==> src/rtl/task_pkg.sv <==
// task_pkg: shared task-word layout and task-type encodings for the enqueue and distributor blocks
package task_pkg;

    localparam int TASK_PTW           = 16;
    localparam int TASK_TREE_NUM_BITS = 2;

    localparam logic TASK_POP  = 1'b0;
    localparam logic TASK_PUSH = 1'b1;

    typedef struct packed {
        logic                          is_push;
        logic [TASK_TREE_NUM_BITS-1:0] tree_id;
        logic [TASK_PTW-1:0]           data;
    } task_word_t;

endpackage

==> src/rtl/task_fifo.sv <==
// task_fifo: single-clock FIFO with registered read port, occupancy count, full and empty flags
module task_fifo #(
    parameter int W     = 19,
    parameter int DEPTH = 8
) (
    input  logic         i_clk,
    input  logic         i_rst,
    input  logic         i_wr,
    input  logic [W-1:0] i_wdata,
    input  logic         i_rd,
    output logic [W-1:0] o_rdata,
    output logic         o_empty,
    output logic         o_full
);

    localparam int AW = $clog2(DEPTH);
    localparam int CW = $clog2(DEPTH + 1);

    logic [DEPTH-1:0][W-1:0] mem_d, mem_q;
    logic [AW-1:0]           wptr_d, wptr_q;
    logic [AW-1:0]           rptr_d, rptr_q;
    logic [CW-1:0]           count_d, count_q;
    logic [W-1:0]            rdata_d, rdata_q;
    logic                    do_wr, do_rd;

    assign o_empty = (count_q == '0);
    assign o_full  = (count_q == CW'(DEPTH));
    assign o_rdata = rdata_q;

    // next-state for storage, pointers, count and the registered read word; reads see only pre-write contents
    always_comb begin
        do_wr   = i_wr & ~o_full;
        do_rd   = i_rd & ~o_empty;
        mem_d   = mem_q;
        wptr_d  = wptr_q;
        rptr_d  = rptr_q;
        rdata_d = rdata_q;
        if (do_wr) begin
            mem_d[wptr_q] = i_wdata;
            wptr_d        = wptr_q + 1'b1;
        end
        if (do_rd) begin
            rdata_d = mem_q[rptr_q];
            rptr_d  = rptr_q + 1'b1;
        end
        count_d = count_q + CW'(do_wr) - CW'(do_rd);
    end

    // state registers
    always_ff @(posedge i_clk) begin
        if (i_rst) begin
            mem_q   <= '0;
            wptr_q  <= '0;
            rptr_q  <= '0;
            count_q <= '0;
            rdata_q <= '0;
        end else begin
            mem_q   <= mem_d;
            wptr_q  <= wptr_d;
            rptr_q  <= rptr_d;
            count_q <= count_d;
            rdata_q <= rdata_d;
        end
    end

endmodule

==> src/rtl/task_enqueue.sv <==
// task_enqueue: per-slot round-robin enqueue of tree push/pop tasks with occupancy policing; TASK_ENQ_STATS_EN adds per-slot counters
module task_enqueue
    import task_pkg::*;
#(
    parameter int PTW           = 16,
    parameter int LEVEL         = 4,
    parameter int TREE_NUM      = 4,
    parameter int TREE_NUM_BITS = $clog2(TREE_NUM),
    parameter int FIFO_DEPTH    = 8,
    parameter int TREE_CAP      = 1023,
    parameter int CNT_BITS      = $clog2(TREE_CAP + 1)
) (
    input  logic                                      i_clk,
    input  logic                                      i_rst,
    input  logic [TREE_NUM-1:0]                       i_req_valid,
    input  logic [TREE_NUM-1:0]                       i_req_push,
    input  logic [TREE_NUM-1:0][PTW-1:0]              i_req_data,
    output logic [TREE_NUM-1:0]                       o_req_ready,
    output logic [TREE_NUM-1:0]                       o_req_err,
    input  logic [LEVEL-1:0]                          i_pop_TaskFIFO,
    output logic [LEVEL-1:0][PTW+TREE_NUM_BITS:0]     o_TaskFIFO_data,
    output logic [LEVEL-1:0]                          o_TaskFIFO_empty,
    output logic [TREE_NUM-1:0][CNT_BITS-1:0]         o_tree_cnt
`ifdef TASK_ENQ_STATS_EN
    ,
    output logic [LEVEL-1:0][31:0]                    o_stat_push_cnt,
    output logic [LEVEL-1:0][31:0]                    o_stat_pop_cnt,
    output logic [LEVEL-1:0][31:0]                    o_stat_err_cnt
`endif
);

    localparam int TW = PTW + TREE_NUM_BITS + 1;

    logic [LEVEL-1:0]                     full;
    logic [LEVEL-1:0]                     wr;
    logic [LEVEL-1:0][TW-1:0]             wdata;
    logic [TREE_NUM-1:0]                  grant;
    logic [TREE_NUM-1:0]                  sel;
    logic [TREE_NUM-1:0]                  reject;
    int                                   best;
    logic [LEVEL-1:0][TREE_NUM_BITS-1:0]  rr_ptr_d, rr_ptr_q;
    logic [TREE_NUM-1:0]                  err_d, err_q;
    logic [TREE_NUM-1:0][CNT_BITS-1:0]    cnt_d, cnt_q;

    assign o_req_err  = err_q;
    assign o_tree_cnt = cnt_q;

    // per-slot round robin: the valid tree nearest at or after the pointer wins; pointer moves past the winner
    always_comb begin
        grant    = '0;
        sel      = '0;
        best     = 0;
        rr_ptr_d = rr_ptr_q;
        for (int l = 0; l < LEVEL; l++) begin
            sel  = '0;
            best = TREE_NUM;
            for (int t = 0; t < TREE_NUM; t++) begin
                if (t % LEVEL == l && i_req_valid[t] &&
                    (t + TREE_NUM - int'(rr_ptr_q[l])) % TREE_NUM < best) begin
                    best        = (t + TREE_NUM - int'(rr_ptr_q[l])) % TREE_NUM;
                    sel         = '0;
                    sel[t]      = 1'b1;
                    rr_ptr_d[l] = TREE_NUM_BITS'((t + 1) % TREE_NUM);
                end
            end
            grant = grant | sel;
        end
    end

    // handshake, occupancy policing and task-word packing; rejected requests are consumed without a write
    always_comb begin
        o_req_ready = '0;
        reject      = '0;
        err_d       = '0;
        wr          = '0;
        wdata       = '0;
        cnt_d       = cnt_q;
        for (int t = 0; t < TREE_NUM; t++) begin
            o_req_ready[t] = grant[t] & ~full[t % LEVEL];
            reject[t]      = (i_req_push[t] == TASK_PUSH) ? (cnt_q[t] == CNT_BITS'(TREE_CAP))
                                                          : (cnt_q[t] == '0);
            err_d[t]       = o_req_ready[t] & reject[t];
            if (o_req_ready[t] && !reject[t]) begin
                wr[t % LEVEL]    = 1'b1;
                wdata[t % LEVEL] = {i_req_push[t], TREE_NUM_BITS'(t),
                                    (i_req_push[t] == TASK_PUSH) ? i_req_data[t] : {PTW{1'b0}}};
                cnt_d[t]         = (i_req_push[t] == TASK_PUSH) ? cnt_q[t] + 1'b1 : cnt_q[t] - 1'b1;
            end
        end
    end

    // arbiter pointers, error pulses and committed occupancy
    always_ff @(posedge i_clk) begin
        if (i_rst) begin
            rr_ptr_q <= '0;
            err_q    <= '0;
            cnt_q    <= '0;
        end else begin
            rr_ptr_q <= rr_ptr_d;
            err_q    <= err_d;
            cnt_q    <= cnt_d;
        end
    end

    for (genvar g = 0; g < LEVEL; g++) begin : g_slot
        task_fifo #(
            .W     (TW),
            .DEPTH (FIFO_DEPTH)
        ) u_fifo (
            .i_clk   (i_clk),
            .i_rst   (i_rst),
            .i_wr    (wr[g]),
            .i_wdata (wdata[g]),
            .i_rd    (i_pop_TaskFIFO[g]),
            .o_rdata (o_TaskFIFO_data[g]),
            .o_empty (o_TaskFIFO_empty[g]),
            .o_full  (full[g])
        );
    end

`ifdef TASK_ENQ_STATS_EN
    logic [LEVEL-1:0][31:0] push_cnt_d, push_cnt_q;
    logic [LEVEL-1:0][31:0] pop_cnt_d, pop_cnt_q;
    logic [LEVEL-1:0][31:0] err_cnt_d, err_cnt_q;

    assign o_stat_push_cnt = push_cnt_q;
    assign o_stat_pop_cnt  = pop_cnt_q;
    assign o_stat_err_cnt  = err_cnt_q;

    // saturating per-slot tallies of accepted pushes, accepted pops and rejections
    always_comb begin
        push_cnt_d = push_cnt_q;
        pop_cnt_d  = pop_cnt_q;
        err_cnt_d  = err_cnt_q;
        for (int l = 0; l < LEVEL; l++) begin
            if (wr[l] && wdata[l][TW-1] == TASK_PUSH && push_cnt_q[l] != '1) push_cnt_d[l] = push_cnt_q[l] + 1'b1;
            if (wr[l] && wdata[l][TW-1] == TASK_POP && pop_cnt_q[l] != '1) pop_cnt_d[l] = pop_cnt_q[l] + 1'b1;
        end
        for (int t = 0; t < TREE_NUM; t++) begin
            if (err_d[t] && err_cnt_q[t % LEVEL] != '1) err_cnt_d[t % LEVEL] = err_cnt_q[t % LEVEL] + 1'b1;
        end
    end

    // statistics registers
    always_ff @(posedge i_clk) begin
        if (i_rst) begin
            push_cnt_q <= '0;
            pop_cnt_q  <= '0;
            err_cnt_q  <= '0;
        end else begin
            push_cnt_q <= push_cnt_d;
            pop_cnt_q  <= pop_cnt_d;
            err_cnt_q  <= err_cnt_d;
        end
    end
`endif

endmodule

==> config.mk <==
export PLATFORM = sky130hd
export DESIGN_NAME = task_enqueue
export DESIGN_NICKNAME = d
export VERILOG_FILES = /design/src/rtl/task_pkg.sv /design/src/rtl/task_fifo.sv /design/src/rtl/task_enqueue.sv
export SDC_FILE = /design/constraint.sdc
export NUM_CORES = 1
export LEC_CHECK = 0
export ABC_CLOCK_PERIOD_IN_PS = 5160
export BUFFER_PORTS_ARGS = -buffer_cell sky130_fd_sc_hd__clkbuf_2
export CORE_MARGIN = 3
export CORE_UTILIZATION = 31
export CTS_CLUSTER_SIZE = 16
export DETAILED_ROUTE_END_ITERATION = 16
export PLACE_DENSITY = 0.42
export SLEW_MARGIN = 20
export SYNTH_ARGS = -nofsm -noshare
export SYNTH_HDL_FRONTEND = slang
export SYNTH_SLANG_ARGS = --single-unit
export TNS_END_PERCENT = 100
==> constraint.sdc <==
create_clock -name i_clk -period 5.16 [get_ports i_clk]
set_input_delay 1.29 -clock i_clk [delete_from_list [all_inputs] [get_ports i_clk]]
set_output_delay 1.29 -clock i_clk [all_outputs]
set_load 0.01 [all_outputs]
==> results of run 1 <==
[cells in the final DEF (no fill, tap or decap), types with 8 or more instances in the layout]
cell       count
nor4_1         8
nand3b_1     528
clkbuf_8      24
nor3_1        23
xor2_1        19
a21oi_1       49
o211ai_1       8
o2111ai_1      8
inv_1         75
o21ai_0      272
ha_1          64
xnor2_1       37
o21ai_1      246
nor2b_1       11
clkinv_2      15
nand2_2       10
mux4_2       142
nand4_1        9
nand3_1       29
buf_4         54
nor2_1       199
fa_1           8
mux2i_1      134
clkbuf_16     89
a211oi_1      79
clkbuf_2     200
clkbuf_1      17
nand2_1       72
dfxtp_1      715
[cell type report]
| cell class | count | area, sq um | area share |
|---|---|---|---|
| multi-input cells | 2033 | 15700 | 0.431 |
| flip-flops and latches | 723 | 14500 | 0.397 |
| clock buffers | 130 | 2620 | 0.0718 |
| well taps | 1357 | 1700 | 0.0465 |
| repair buffers | 258 | 1480 | 0.0406 |
| inverters | 75 | 282 | 0.00771 |
| clock inverters | 24 | 216 | 0.00593 |
| diodes | 1 | 2.50 | 0.0000685 |
[worst paths after layout]
kind | end | start | depth (start not counted) | slack [ns]
max reg2reg | g_slot[3].u_fifo.mem_q[87] | g_slot[3].u_fifo.count_q[2] | 9 | 2.39
min | g_slot[1].u_fifo.mem_q[54] | g_slot[1].u_fifo.mem_q[54] | 2 | 0.44
max | o_req_ready[1] | i_req_valid[1] | 4 | 2.00
min reg2reg | g_slot[1].u_fifo.mem_q[54] | g_slot[1].u_fifo.mem_q[54] | 2 | 0.44
[state kept, by name, summed over array words and instances, names as in the netlist]
register,flops
g_slot.u_fifo.wptr_q,12
g_slot.u_fifo.mem_q,568
o_tree_cnt,40
g_slot.u_fifo.o_rdata,71
o_req_err,4
g_slot.u_fifo.count_q,16
g_slot.u_fifo.rptr_q,12
[critical path, stage by stage]
cell,delay [ns]
clkbuf_2,0.09
a21bo_2,0.27
inv_1,0.08
clkbuf_2,0.13
[stage by stage]
step | std cells | setup slack, ns | hold WS (ns)
2_1_floorplan | 3101 | 1.83 | 0.422
3_3_place_gp | 4446 | 1.51 | 0.429
3_5_place_dp | 4446 | 1.44 | 0.438
4_1_cts | 4600 | 1.99 | 0.446
5_1_grt | 4600 | 1.91 | 0.465
6_report | 4601 | 2.00 | 0.444
[routing by layer]
metal  global-route usage  routed length, um  vias up
met2                0.273              41700      441
li1                     -                  -    11400
met4               0.0482               1780        0
met3               0.0388               4910      110
met5                    0                  0        -
met1                0.216              40500    11500
[logic make-up after synthesis]
kind of cell,count (synthesis),synth area share
AO/OA/AOI/OAI,693,0.121
XOR/XNOR,56,0.0155
adder cells (fa/ha/maj),72,0.0305
AND/OR/NAND/NOR,931,0.186
multiplexers,277,0.144
other,1,0.000119
flip-flops,723,0.459
buffers and inverters,345,0.0440
[power breakdown]
part,internal [uW],switching (uW),leakage [uW]
Combinational,1830,2520,0.00548
Clock,3640,2400,0.00141
Sequential,6090,738,0.00586
==> summary.txt, run 1 <==
Status
  – Outcome: complete, no violations

Critical path
  – Crit end category: primary output
  – Worst Setup Path Type: primary input to primary output
  – CP Launch Type: primary input
  – Critical Path RT: approximately 3.9 ns
  – Worst EP arrival: approximately 1.9 ns
  – CP Max Fanout: 3

Global route
  – Vias in the first global route: roughly 24000
  – Antenna violations before repair: 1
  – First-pass GRT wire length: 140000 um
  – Overflow after GRT: 0
  – Global Route Usage Sum: 0.166
  – Largest net degree at the start of global routing: between 200 and 250

Clocking
  – CTS root buf: clkbuf_16
  – CTS tree: built
  – Hold_buf cts: 0
  – Htree depth: 3
  – Total CTS buffers: between 80 and 90
  – Latest clock arrival within the worst-skew pair: around 0.65 ns
  – Setup repair bufs after CTS: 0
  – Worst-path clk slew: ~0.05 ns
  – Post_cts resized: 0
  – CTS sink count: between 700 and 800
  – Max Root-Sink Buffers: 3

Cells and area
  – Syn-to-layout area delta: 15.8%
  – Layout cell share with drive strength beyond 1: 0.179
  – Fin nets: approximately 3300
  – Utilization after layout: 0.364
  – Final Cell Area: roughly 37000 sq um
  – Fillers: between 10000 and 15000

Synthesis
  – Async set-reset flop share out of synthesis: 0
  – EDFF count, synth: 0
  – Commonest cells in the netlist: 723 x dfxtp_1, 528 x nand3b_1, 272 x o21ai_0
  – Mapped Avg Cell Area: roughly 10 sq um
  – Yosys top cell by area: dfxtp_1
  – Syn Inst Count: 3098
  – Mapped Area: approximately 32000 sq um
  – Post-synthesis sequential area ratio: 0.459
  – Yosys cell types: 48
  – Most common cell in the netlist: dfxtp_1
  – Synth warn: 0
  – Ys flop type: dfxtp_1
  – Yosys reg bits: slightly above 700
  – Synth top area share: 0.459
  – Ranking of synthesized cells by area: dfxtp_1 46%, nand3b_1 13%, mux4_2 10%

Die
  – DIE WIDTH: between 300 and 400 um
  – I/O pin count: ~200
  – Die Ht: about 320 um
  – Core Area: between 100000 and 150000 sq um
  – Initial Util: 0.314
  – Num rows: 116
  – Die area: 106000 sq um

Detailed routing
  – First-pass DRT Iterations: 6
  – WL/cell: 19.3 um
  – Vias per inst: 5.10
  – Via count: between 20000 and 25000
  – Antenna viol nets, final: 0
  – Initial detailed-routing violation count: 1415
  – # DRC: 0
  – Aggregate routed wire length: around 89000 um

Placed design
  – Port Buffers: roughly 200
  – GPL Wtd Cong: 0.735
  – Dpl cell area: 33700 sq um
  – HPWL after DPL: around 54000 um

Timing
  – FMAX: between 0.3 and 0.4 GHz
  – Tmin final: ~3.2 ns
  – Setup Skew: around 0.019 ns
  – # setup viols final: 0
  – RSZ-0062 raised after global routing: false
  – Final setup TNS: 0 ns
  – Final period util: 0.612
  – Worst-Margin Slew: between 1 and 1.5 ns
  – Hold Fails Final Rpt: 0
  – Fin. max-slew vios: 0
  – Slew headroom: 0.306

Flow run
  – Max-cap viol count: 0

Pwr
  – Power Dens Cells: about 470 nW/um^2
  – Leakage: about 0.013 uW
  – Peak VDD IR: about 0.00024 V
  – Total power: approximately 17000 uW

Worst hold path
  – Worst min-delay path class: register to register
Power figures use the tool's default switching activity.
==> run 2, diff against run 1 <==
--- a/config.mk
+++ b/config.mk
@@ -5,7 +5,8 @@
 export SDC_FILE = /design/constraint.sdc
 export NUM_CORES = 1
 export LEC_CHECK = 0
-export ABC_CLOCK_PERIOD_IN_PS = 5160
+export ABC_AREA = 1
+export ABC_CLOCK_PERIOD_IN_PS = 3240
 export BUFFER_PORTS_ARGS = -buffer_cell sky130_fd_sc_hd__clkbuf_2
 export CORE_MARGIN = 3
 export CORE_UTILIZATION = 31
==> constraint.sdc (replaced) <==
create_clock -name i_clk -period 3.24 [get_ports i_clk]
set_input_delay 0.81 -clock i_clk [delete_from_list [all_inputs] [get_ports i_clk]]
set_output_delay 0.81 -clock i_clk [all_outputs]
set_load 0.01 [all_outputs]
==> run 2 against run 1 <==
Compared with the run above: clock power rose by 74%; clock skew grew 0.0051 ns; first-iteration DRC count increased by 46%; cell count up 63%; setup slack lost 1.6 ns; critical path depth up 2; flip-flop and latch count stayed put; global-route usage up 3.2 points; cell area up 17%; hold slack better by 0.00079 ns; combinational power increased by 140%; critical path type is now register to primary output; critical endpoint is now o_req_ready[2].
==> summary.txt, run 2 <==
Synthesis
  – Ranking of synthesized cells by area: dfxtp_1 39%, nand2_1 15%, a21oi_1 11%
  – Yosys reg bits: 723 (unchanged)
  – Yosys top cell by area: dfxtp_1
  – Most common cell in the netlist: nand2_1
  – Mapped Area: 37200 sq um (+18%)
  – Yosys cell types: 35 (-27%)
  – Post-synthesis sequential area ratio: 0.389 (-0.0701)
  – Ys flop type: dfxtp_1
  – Synth top area share: 0.389 (-0.0701)
  – EDFF count, synth: 0 (unchanged)
  – Mapped Avg Cell Area: 6.41 sq um (-37%)
  – Async set-reset flop share out of synthesis: 0 (unchanged)
  – Synth warn: 0 (unchanged)
  – Syn Inst Count: 5809 (+88%)
  – Commonest cells in the netlist: 1460 x nand2_1, 801 x a21oi_1, 784 x inv_1

Die
  – Die Ht: 353 um (+8.5%)
  – Initial Util: 0.314 (about the same)
  – I/O pin count: 206 (unchanged)
  – Core Area: 119000 sq um (+18%)
  – DIE WIDTH: 353 um (+8.5%)
  – Num rows: 126 (+8.6%)
  – Die area: 124000 sq um (+18%)

Timing
  – FMAX: ~0.35 GHz
  – Hold_ws: 0.445 ns (+0.000791 ns)
  – Fin. max-slew vios: 0 (unchanged)
  – Worst-Margin Slew: 0.947 ns (-0.0926 ns)
  – Tmin final: between 2 and 3 ns
  – # setup viols final: 0 (unchanged)
  – Slew headroom: 0.367 (+0.0617)
  – Setup Skew: 0.0241 ns (+0.00506 ns)
  – Hold Fails Final Rpt: 0 (unchanged)
  – RSZ-0062 raised after global routing: false
  – Final period util: 0.884
  – Final setup TNS: 0 ns (unchanged)

Pwr
  – Sequential power share: 0.339 (-0.058)
  – Peak VDD IR: 0.000587 V (+140%)
  – Leakage: 0.0207 uW (+62%)
  – Clock power share: 0.328 (-0.023)
  – Int Pwr: 19700 uW (+70%)
  – Switching power: 12200 uW (+110%)
  – Sw Share: 0.382 (+0.0528)
  – Power Dens Cells: 746 nW/um^2 (+58%)
  – Comb pwr share: 0.333 (+0.081)

Clocking
  – Setup repair bufs after CTS: 0 (unchanged)
  – CTS sink count: 723 (unchanged)
  – Latest clock arrival within the worst-skew pair: 0.67 ns (+0.02 ns)
  – CTS tree: built
  – Htree depth: 3 (unchanged)
  – Hold_buf cts: 0 (unchanged)
  – Post_cts resized: 0 (unchanged)
  – Worst-path clk slew: 0.06 ns (about the same)
  – CTS root buf: clkbuf_16
  – Max Root-Sink Buffers: 3 (unchanged)
  – Total CTS buffers: 93 (+8.1%)

Cells and area
  – Most frequent cells in the layout: 1460 x nand2_1, 801 x a21oi_1, 782 x inv_1
  – Reg with most FFs: g_slot.u_fifo.mem_q
  – Syn-to-layout area delta: 14.6%
  – Fin nets: 5994 (+80%)
  – Commonest non-fill, non-tap cell in the layout: nand2_1
  – Layout cell share with drive strength beyond 1: 0.0881 (-0.0908)
  – Max FFs per register: 568 (unchanged)

Global route
  – Vias in the first global route: 32900 (+38%)
  – Antenna violations before repair: 1 (unchanged)
  – Largest net degree at the start of global routing: 139 (-32%)
  – Overflow after GRT: 0 (unchanged)
  – Global Route Usage Sum: 0.198 (+0.0320)
  – First-pass GRT wire length: 197000 um (+41%)

Critical path
  – CP Cell Sequence: inv_1, ha_1, nand3_1, nand2_1, inv_1, clkbuf_2
  – CP max stage cell: inv_1
  – CP Launch Type: register
  – Crit-path max cell delay: 0.38 ns (+0.11 ns)
  – Critical Path RT: 2.43 ns (-1.44 ns)
  – Crit. Startpoint: g_slot[2].u_fifo.count_q[2]
  – Worst Reg-to-Reg Cells: 9 (unchanged)
  – Worst EP arrival: 2.05 ns (+0.18 ns)
  – Crit end category: primary output
  – FF-to-FF Start: o_tree_cnt[20]
  – CP Max Fanout: 11 (+8)
  – Worst Setup Path Type: register to primary output
  – Critical path's most frequent cell: inv_1
  – FF-to-FF End: g_slot[2].u_fifo.count_q[1]
  – Reg-to-reg slack, setup: 0.88 ns (-1.51 ns)

Placed design
  – HPWL after DPL: 74300 um (+38%)
  – GPL Wtd Cong: 0.776 (+5.6%)
  – Port Buffers: 201 (unchanged)

Detailed routing
  – First-pass DRT Iterations: 5 (-1)
  – Via count: 34700 (+48%)
  – Aggregate routed wire length: 126000 um (+42%)
  – WL/cell: 16.7 um (-13%)
  – Antenna viol nets, final: 0 (unchanged)
  – # DRC: 0 (unchanged)
  – Vias per inst: 4.62 (-9.4%)
  – Initial detailed-routing violation count: 2060 (+46%)

Status
  – Outcome: complete, no violations

Worst hold path
  – Startpoint of the worst hold path: g_slot[2].u_fifo.mem_q[17]
  – Worst Hold Path Cells: 2 (unchanged)
  – WHS Endpoint: g_slot[2].u_fifo.mem_q[17]
  – Worst min-delay path class: register to register

Flow run
  – Max-cap viol count: 0 (unchanged)
-- run 2: cells by family (layout without fill, tap and decap cells) --
logic type      after synthesis  after routing  synth area share
compound gates             1135           1135             0.153
xor+xnor                     28             28           0.00659
buf+inv                    1179           1282             0.131
fa+ha+maj                    72             72            0.0258
simple gates               2671           2671             0.295
other cells                   1              5          0.000101
flops                       723            723             0.389
-- run 2: routing by layer --
| layer | vias to the layer above | global-route usage | share of wire | routed length, um |
|---|---|---|---|---|
| li1 | 18200 | - | - | - |
| met1 | 15800 | 0.276 | 0.50 | 62500 |
| met2 | 541 | 0.323 | 0.45 | 56500 |
| met3 | 149 | 0.0295 | 0.036 | 4570 |
| met4 | 0 | 0.0415 | 0.018 | 2320 |
| met5 | - | 0 | 0 | 0 |
-- run 2: layout make-up --
cell class	count	area [sq um]
flip-flops and latches	723	14500
inverters	804	3030
repair buffers	312	2160
fillers	13100	75900
multi-input cells	3910	17900
clock inverters	16	158
clock buffers	150	2920
diodes	1	2.50
well taps	1600	2000
-- run 2: worst max-delay path, delay by kind of cell, from the launching register on --
| family | cells | cell delay (ns) |
|---|---|---|
| flops | 1 | 0.30 |
| fa+ha+maj | 1 | 0.19 |
| buf+inv | 3 | 0.71 |
| simple gates | 2 | 0.19 |
-- run 2: per-stage QoR --
step	worst slack [ns]	power (uW)	instance area, sq um	instances	util
floorplan	0.531	18400	37200	5812	-
global placement	0.371	21700	39600	7349	0.334
global route	0.238	34100	42700	7515	0.360
finish	0.376	31900	42700	7516	0.360
CTS	0.295	32400	42700	7515	0.360
detailed placement	0.347	21700	39600	7349	0.334
-- run 2: worst max path at each step --
stage                                   to  slack [ns]  cells after the start
2_1_floorplan  g_slot[0].u_fifo.count_q[2]        0.53                     13
6_report                    o_req_ready[2]        0.38                      6
3_5_place_dp   g_slot[2].u_fifo.count_q[2]        0.35                     11
4_1_cts                     o_req_ready[2]        0.29                      6
5_1_grt                     o_req_ready[3]        0.24                      6
3_3_place_gp   g_slot[2].u_fifo.count_q[2]        0.37                     11
-- run 2: power groups by stage --
stage / sequential, uW / clock, uW / combinational (uW)
5_1_grt: 10900 / 11100 / 12100
6_report: 10800 / 10500 / 10600
3_5_place_dp: 11000 / 0 / 10700
2_1_floorplan: 11000 / 0 / 7400
4_1_cts: 10800 / 10800 / 10700
3_3_place_gp: 11000 / 0 / 10700
==> run 3, diff against run 2 <==
--- a/config.mk
+++ b/config.mk
@@ -8,11 +8,13 @@
 export ABC_AREA = 1
 export ABC_CLOCK_PERIOD_IN_PS = 3240
 export BUFFER_PORTS_ARGS = -buffer_cell sky130_fd_sc_hd__clkbuf_2
+export CELL_PAD_IN_SITES_DETAIL_PLACEMENT = 1
+export CELL_PAD_IN_SITES_GLOBAL_PLACEMENT = 2
 export CORE_MARGIN = 3
 export CORE_UTILIZATION = 31
 export CTS_CLUSTER_SIZE = 16
 export DETAILED_ROUTE_END_ITERATION = 16
-export PLACE_DENSITY = 0.42
+export PLACE_DENSITY = 0.7
 export SLEW_MARGIN = 20
 export SYNTH_ARGS = -nofsm -noshare
 export SYNTH_HDL_FRONTEND = slang
==> run 3 against run 2 <==
Compared with the run above: combinational power hardly changed; global-route usage increased by 1.7 points; clock power about the same; register-to-register slack improved by 0.02 ns; maximum frequency fell by 3.2%; non-clock buffer count rose by 11; wire length is 7.7% higher; via count rose by 3.3%; count of clock-buffer cells in the layout shrank 11; largest cell class unchanged.
==> summary.txt, run 3 (synthesis gave the netlist of run 2 again) <==
Status
  – Outcome: complete, no violations

Critical path
  – Crit end category: primary output
  – CP max stage cell: inv_2
  – Worst Setup Path Type: register to primary output
  – WP buf/inv: 3 (unchanged)
  – FF-to-FF End: g_slot[1].u_fifo.count_q[2]
  – Crit. Startpoint: g_slot[1].u_fifo.count_q[2]
  – CP top delay family: buffers and inverters
  – Reg-to-reg slack, setup: 0.90 ns (+0.02 ns)
  – Worst EP arrival: 2.15 ns (+0.10 ns)
  – Worst Reg-to-Reg Cells: 11 (+2)
  – CP Launch Type: register
  – Critical Path RT: 2.43 ns (about the same)
  – CP Max Fanout: 16 (+5)
  – FF-to-FF Start: o_tree_cnt[11]
  – CP Cell Sequence: inv_1, ha_1, nand3_1, nand2_1, inv_2, clkbuf_2
  – Crit-path max cell delay: 0.38 ns (about the same)

Pwr
  – Leakage: 0.0207 uW (about the same)
  – Peak VDD IR: 0.000464 V (-21%)
  – Power Dens Cells: 755 nW/um^2 (+1.1%)

Detailed routing
  – Vias per inst: 4.77 (+3.3%)
  – First-pass DRT Iterations: 5 (unchanged)
  – Antenna viol nets, final: 0 (unchanged)
  – # DRC: 0 (unchanged)
  – Via count: 35900 (+3.3%)
  – WL/cell: 18.0 um (+7.7%)
  – Aggregate routed wire length: 136000 um (+7.7%)
  – Initial detailed-routing violation count: 1525 (-26%)

Global route
  – Met1 GRT Util: 0.295 (+0.0191)
  – GRT busiest layer: met2
  – Met2 global-route usage: 0.359 (+0.0364)
  – First-pass GRT wire length: 214000 um (+8.8%)
  – Largest net degree at the start of global routing: 139 (unchanged)
  – Overflow after GRT: 0 (unchanged)
  – Global Route Usage Sum: 0.215 (+0.0171)
  – Vias in the first global route: 36200 (+10%)
  – Antenna violations before repair: 1 (unchanged)
  – GR Util met3: 0.0290 (-0.000465)

Cells and area
  – Commonest non-fill, non-tap cell in the layout: nand2_1
  – Post-route insts no fill: 7517 (+0.013%)
  – Fillers: 15300 (+17%)
  – Multi-input combinational cell area: 17900 sq um (unchanged)
  – Syn-to-layout area delta: 14.5%
  – Most frequent cells in the layout: 1460 x nand2_1, 801 x a21oi_1, 782 x inv_1
  – N_diodes: 0 (-1)
  – Layout cell share with drive strength beyond 1: 0.0892 (+0.00115)
  – Max FFs per register: 568 (unchanged)
  – Register Area: 14500 sq um (about the same)
  – Fin nets: 6003 (+0.15%)
  – Reg with most FFs: g_slot.u_fifo.mem_q
  – Utilization after layout: 0.359 (-0.000496)

Clocking
  – Post_cts resized: 0 (unchanged)
  – CTS root buf: clkbuf_16
  – CTS sink count: 723 (unchanged)
  – Worst-path clk slew: 0.06 ns (about the same)
  – Htree depth: 3 (unchanged)
  – Total CTS buffers: 91 (-2.2%)
  – Latest clock arrival within the worst-skew pair: 0.66 ns (about the same)
  – Setup repair bufs after CTS: 0 (unchanged)
  – Max Root-Sink Buffers: 3 (unchanged)
  – CTS tree: built
  – Hold_buf cts: 0 (unchanged)

Die
  – Die area: 124000 sq um (unchanged)
  – Die Ht: 353 um (unchanged)
  – I/O pin count: 206 (unchanged)
  – Core Area: 119000 sq um (unchanged)
  – Initial Util: 0.314 (unchanged)
  – DIE WIDTH: 353 um (unchanged)
  – Num rows: 126 (unchanged)

Flow run
  – Max-cap viol count: 0 (unchanged)

Timing
  – RSZ-0062 raised after global routing: false
  – Tmin final: 2.96 ns (+0.0942 ns)
  – Worst-Margin Slew: 1.02 ns (+0.0678 ns)
  – Final setup TNS: 0 ns (unchanged)
  – # setup viols final: 0 (unchanged)
  – FMAX: 0.338 GHz (-3.2%)
  – Final period util: 0.913 (+0.0291)
  – Slew headroom: 0.322 (-0.0450)
  – Hold Fails Final Rpt: 0 (unchanged)
  – Setup Skew: 0.0208 ns (-0.00324 ns)
  – Fin. max-slew vios: 0 (unchanged)

Worst hold path
  – Startpoint of the worst hold path: g_slot[2].u_fifo.mem_q[74]
  – WHS Endpoint: g_slot[2].u_fifo.mem_q[74]
  – Worst min-delay path class: register to register
  – Worst Hold Path Cells: 2 (unchanged)

Placed design
  – HPWL after DPL: 81000 um (+8.9%)
  – Port Buffers: 201 (unchanged)
  – Cell count after placement: 7360 (+0.15%)
  – GPL Wtd Cong: 0.764 (-1.6%)
==> run 3: worst max-delay path by stage <==
stage / cells past startpoint / endpoint / slack [ns]
floorplan: 13 / g_slot[0].u_fifo.count_q[2] / 0.53
detailed placement: 11 / g_slot[1].u_fifo.count_q[2] / 0.38
global route: 6 / o_req_ready[1] / 0.15
finish: 6 / o_req_ready[1] / 0.28
CTS: 6 / o_req_ready[1] / 0.19
global placement: 12 / g_slot[2].u_fifo.count_q[2] / 0.42
==> run 3: where the power goes <==
part / internal [uW] / switching, uW
sequential: 10100 / 742
combinational: 3340 / 7500
clock: 6320 / 4190
total: 19700 / 12400
==> run 3: cell type report <==
class | instances | share of cell area
Clock buffer | 139 | 0.0661
Clock inverter | 18 | 0.00511
Inverter | 804 | 0.0710
Multi-Input combinational cell | 3910 | 0.421
Sequential cell | 723 | 0.340
Tap cell | 1600 | 0.0470
Timing Repair Buffer | 323 | 0.0502
==> run 3: tightest hold or removal path: cells and delay by family (launching register included) <==
| family | cells | cell delay [ns] |
|---|---|---|
| AOI/OAI and AO/OA | 1 | 0.05 |
| buffers and inverters | 1 | 0.04 |
| DFF | 1 | 0.30 |
==> run 3: routing by layer <==
metal / vias up / wire (um)
li1: 18200 / -
met1: 17100 / 67300
met2: 367 / 61900
met3: 147 / 3950
met4: 0 / 2470
met5: - / 0
==> run 3: metrics by stage <==
step / total power, uW / instance area, sq um / worst slack (ns) / hold WS (ns)
2_1_floorplan: 18400 / 37200 / 0.531 / 0.427
3_3_place_gp: 21800 / 39600 / 0.416 / 0.433
3_5_place_dp: 22000 / 39600 / 0.381 / 0.437
4_1_cts: 32700 / 42600 / 0.194 / 0.447
5_1_grt: 34600 / 42600 / 0.153 / 0.466
6_report: 32200 / 42600 / 0.281 / 0.445
